--- src/rtl/rotate_seq_pkg.sv ---
// rotate_seq_pkg: shared state encoding and direction constants for rotate_sequencer
package rotate_seq_pkg;
    typedef enum logic [1:0] {IDLE, HOLD, RUN} state_e;
    localparam logic DIR_LEFT  = 1'b0;
    localparam logic DIR_RIGHT = 1'b1;
endpackage

--- src/rtl/rot_left_core.sv ---
// rot_left_core: combinational log-stage left rotator
//   data_i : N-bit input pattern
//   amt_i  : rotate amount, valid for 0..N-1
//   data_o : data_i rotated left by amt_i
module rot_left_core #(
    parameter int N = 10,
    localparam int AW = $clog2(N)
) (
    input  logic [N-1:0]  data_i,
    input  logic [AW-1:0] amt_i,
    output logic [N-1:0]  data_o
);
    logic [N-1:0] stg [AW+1];
    assign stg[0] = data_i;
    // Stage k rotates by 2**k; since 2**k < N for every k < AW, each stage is a
    // true rotation and the stages compose to a rotation by amt_i.
    for (genvar k = 0; k < AW; k++) begin : g_stage
        localparam int S = 2 ** k;
        assign stg[k+1] = amt_i[k] ? ((stg[k] << S) | (stg[k] >> (N - S))) : stg[k];
    end
    assign data_o = stg[AW];
endmodule

--- src/rtl/rotate_sequencer.sv ---
// rotate_sequencer: steps a rotate amount over a loaded base pattern
//   clk, reset  : clock, synchronous active-high reset
//   load        : capture pattern_in as base, amount := 0
//   pattern_in  : base pattern
//   run         : level, auto-step every TICK_DIV cycles when loaded
//   dir         : 0 rotate left (amount up), 1 rotate right (amount down)
//   step        : single-step pulse, honoured only when stopped
//   amt_out     : current amount, 0..N-1
//   pattern_out : registered rotl(base, amt_out)
//   wrap        : one-cycle pulse on N-1 -> 0 or 0 -> N-1
module rotate_sequencer
    import rotate_seq_pkg::*;
#(
    parameter int N = 10,
    parameter int TICK_DIV = 5_000_000,
    localparam int AW = $clog2(N)
) (
    input  logic          clk,
    input  logic          reset,
    input  logic          load,
    input  logic [N-1:0]  pattern_in,
    input  logic          run,
    input  logic          dir,
    input  logic          step,
    output logic [AW-1:0] amt_out,
    output logic [N-1:0]  pattern_out,
    output logic          wrap
);
    localparam int PW = (TICK_DIV > 1) ? $clog2(TICK_DIV) : 1;

    state_e        state_q, state_d;
    logic [N-1:0]  base_q, base_d, pat_q, pat_d;
    logic [AW-1:0] amt_q, amt_d, amt_adv;
    logic [PW-1:0] pre_q, pre_d;
    logic          wrap_q, wrap_d, tick, adv;

    always_ff @(posedge clk) begin
        if (reset) begin
            state_q <= IDLE;
            base_q  <= '0;
            amt_q   <= '0;
            pre_q   <= '0;
            pat_q   <= '0;
            wrap_q  <= 1'b0;
        end else begin
            state_q <= state_d;
            base_q  <= base_d;
            amt_q   <= amt_d;
            pre_q   <= pre_d;
            pat_q   <= pat_d;
            wrap_q  <= wrap_d;
        end
    end

    // Once loaded, the run level alone selects HOLD vs RUN; a reload behaves the same.
    always_comb begin
        state_d = state_q;
        if (load || state_q != IDLE) state_d = run ? RUN : HOLD;
    end

    // Advance only when staying in the current mode: a run edge or a load
    // pre-empts any step or tick on the same clock.
    always_comb begin
        tick    = pre_q == PW'(TICK_DIV - 1);
        adv     = !load && ((state_q == HOLD && !run && step) || (state_q == RUN && run && tick));
        amt_adv = (dir == DIR_LEFT) ? ((amt_q == AW'(N - 1)) ? '0 : amt_q + AW'(1))
                                    : ((amt_q == '0) ? AW'(N - 1) : amt_q - AW'(1));
        base_d  = load ? pattern_in : base_q;
        amt_d   = load ? '0 : (adv ? amt_adv : amt_q);
        pre_d   = (!load && state_q == RUN && run && !tick) ? pre_q + PW'(1) : '0;
        wrap_d  = adv && ((dir == DIR_LEFT) ? (amt_q == AW'(N - 1)) : (amt_q == '0));
    end

    rot_left_core #(.N(N)) u_rot (
        .data_i (base_d),
        .amt_i  (amt_d),
        .data_o (pat_d)
    );

    assign amt_out     = amt_q;
    assign pattern_out = pat_q;
    assign wrap        = wrap_q;
endmodule

--- config.mk ---
export PLATFORM = sky130hd
export DESIGN_NAME = rotate_sequencer
export DESIGN_NICKNAME = d
export VERILOG_FILES = /design/src/rtl/rotate_seq_pkg.sv /design/src/rtl/rot_left_core.sv /design/src/rtl/rotate_sequencer.sv
export SDC_FILE = /design/constraint.sdc
export NUM_CORES = 1
export LEC_CHECK = 0
export ABC_AREA = 1
export CAP_MARGIN = 20
export CORE_ASPECT_RATIO = 0.75
export CORE_MARGIN = 2
export CORE_UTILIZATION = 45
export CTS_CLUSTER_SIZE = 16
export DETAILED_ROUTE_END_ITERATION = 12
export PLACE_DENSITY = 0.71
export SETUP_SLACK_MARGIN = 0.1
export SYNTH_ARGS = -nofsm -noshare
export SYNTH_HDL_FRONTEND = slang
export SYNTH_SLANG_ARGS = --single-unit
--- constraint.sdc ---
create_clock -name clk -period 2.2 [get_ports clk]
set_input_delay 0.55 -clock clk [delete_from_list [all_inputs] [get_ports clk]]
set_output_delay 0.55 -clock clk [all_outputs]
set_load 0.005 [all_outputs]
==> metrics.csv <==
metric,value,unit
yosysTopAreaCell,dfxtp_1,
track_usage,0.211,
layout_setup_ws,0.167,ns
pre_cts_ws,-0.346,ns
ys_seq_area_frac,0.383,
post-route-util,0.656,
period_share,0.924,
dr.pass1.iters,7,
slew_headroom,0.749,
power_density,467,nW/um2
ios,31,
vias,2841,
n_antenna_cell,0,
synth_cell_types,28,
dpl_cell_area,3220,um2
antenna_left,0,
syn_avg_cell_area,7.17,um2
p_leak,0.00150,uW
cts_tree,built,
layout-area-overhead-vs-synth,43.0,%
hp-class,register to register,
rows,24,
drv_cap,0,
cpPeakStageDelay,0.36,ns
outcome,completed,
fin_skew,0.00705,ns
critPathKind,register to register,
crit_required,2.40,ns
post-route-drc-count,0,
r2r_slack,0.17,ns
grt-ovfl-total,0,
syn_inst,365,
grt_max_degree,15,
yosysTopAreaCellShare,0.383,
maxSlewViolCount,0,
gp_congestion,0.933,
cts_htree_levels,2,
syn_nets,385,
drtIter0Drc,245,
fp.dieH,70.0,um
synthTopCellsByArea,"dfxtp_1 (38%), nand3_1 (15%), nand2_1 (7.3%), nor2_1 (6.0%), inv_1 (4.6%)",
syn-cell-area,2620,um2
crit_path_top_delay_cell,dfxtp_2,
crit_path_cell_trace,inv_2 -> ha_1 -> nand3_1 -> nor2_2 -> a21oi_2 -> nand2_4 -> buf_2 -> nand4_1 -> nand3_2 -> nand3_2 -> nand3_1 -> nand2_1,
grt_pass1_vias,2505,
worstPathArrival,2.23,ns
drt-total-wl,7420,um
timing.rr.start,amt_out[0],
fmaxAchievable,0.492,GHz
grt_pass1_wl,11100,um
yosys_register_bits,50,
critPathLaunchType,register,
cts_sinks,50,
root_buffer,clkbuf_8,
clock_latency,0.30,ns
core_area,5710,um2
cts_buffers,5,
whs_endpoint,pre_q[0],
design_area,3740,um2
finalSetupViolations,0,
dp_hpwl,4970,um
antenna_found_initial,0,
initial_core_util,0.459,
synth-warning-count,0,
critPathTopFamily,simple AND/OR/NAND/NOR gates,
crit_buf_inv,2,
fp.dieArea,6450,um2
fp.dieW,92.0,um
crit_path_end_kind,register,
worstHoldStart,pre_q[0],
hold_depth,1,
tightestPinTransition,0.376,ns
clk_pin_slew,0.09,ns
hold_viol_final,0,
vdd_drop_max,0.000261,V
reg2reg_depth,12,
worstReg2RegEnd,pattern_out[0],
via_per_inst,5.60,
cp_max_fo,5,
drive_gt1_frac,0.284,
io_buffer_count,30,
period_minus_slack,2.03,ns
rsz0062_at_grt,true,
num-nets-final,449,
clk_path_buf_depth,2,
wire_per_inst,14.6,um
## cell type report
type / count / area [um2]
Tap cell: 78 / 97.6
Timing Repair Buffer: 70 / 646
Clock buffer: 7 / 76.3
Multi-Input combinational cell: 268 / 1780
Sequential cell: 50 / 1010
Fill cell: 490 / 1960
Inverter: 34 / 133
## power breakdown
group / total, uW / leakage [uW] / internal (uW) / switching [uW]
Combinational: 293 / 0.00105 / 143 / 150
Sequential: 941 / 0.000410 / 932 / 9.68
Clock: 513 / 0.0000383 / 220 / 293
## registers in the layout (all words and copies together), names as in the netlist
| register | cells |
|---|---|
| pre_q | 23 |
| base_q | 10 |
| pattern_out | 10 |
| amt_out | 4 |
| state_q | 2 |
| wrap | 1 |
## synthesized netlist by cell type
library cell	n
nand3_1	77
nand2_1	51
dfxtp_1	50
nor2_1	42
inv_1	32
nand4_1	17
nor3_1	17
a21oi_1	12
mux2i_1	10
o21ai_0	7
clkbuf_1	5
nor3b_1	5
xor2_1	5
buf_4	4
ha_1	4
nor4_1	4
buf_2	3
nand3_2	3
o211ai_1	3
o21a_1	3
inv_2	2
nand2_2	2
xnor2_1	2
a21oi_2	1
a22o_1	1
buf_1	1
nand2_4	1
o21ai_2	1
## cells in the final DEF (no fill, tap or decap), drive strengths merged, types with 8 or more instances in the layout
master / count
nand3: 80
nor3: 17
a21oi: 13
mux2i: 10
nand4: 17
buf: 40
o21ai: 8
inv: 34
nor2: 42
nand2: 54
dfxtp: 50
clkdlybuf4s50: 28
## cell families (layout without fill, tap and decap cells)
group / count (synthesis) / after routing / synth area share
adders and majority gates: 4 / 4 / 0.0191
muxes: 10 / 10 / 0.0383
and+or+nand+nor: 219 / 219 / 0.398
AOI/OAI and AO/OA: 28 / 28 / 0.0636
buffers and inverters: 47 / 111 / 0.0746
DFF: 50 / 50 / 0.383
xor gates and xnor gates: 7 / 7 / 0.0234
## worst max-delay path by stage
stage,startpoint,cells past startpoint,end
after floorplan,load,8,pattern_out[4]
after global placement,run,11,pattern_out[6]
after detailed placement,run,11,pattern_out[6]
after CTS,run,12,pattern_out[6]
after global routing,amt_out[0],12,pattern_out[4]
final,amt_out[0],12,pattern_out[0]
## through the flow
stage | hold WS (ns) | power [uW] | setup TNS [ns] | instances
CTS | 0.457 | 1700 | 0 | 503
global route | 0.472 | 1820 | 0 | 507
floorplan | 0.418 | 1070 | 0 | 365
finish | 0.446 | 1750 | 0 | 507
global placement | 0.434 | 1200 | -2.87 | 495
detailed placement | 0.444 | 1200 | -3.40 | 495
## repair_timing
action                     in CTS  in global routing
pin swaps                       0                 20
gates resized for setup         2                 94
cloned                          0                  2
hold buffers                    0                  0
setup endpoints to repair      10                 11
buffers inserted                1                  2
## routing by layer
metal	global-route usage	wire length, um
met5	0	0
met4	0.0779	181
met3	0.0464	497
met2	0.300	3250
met1	0.313	3500
Note: power is estimated with default switching activity, not from simulation.
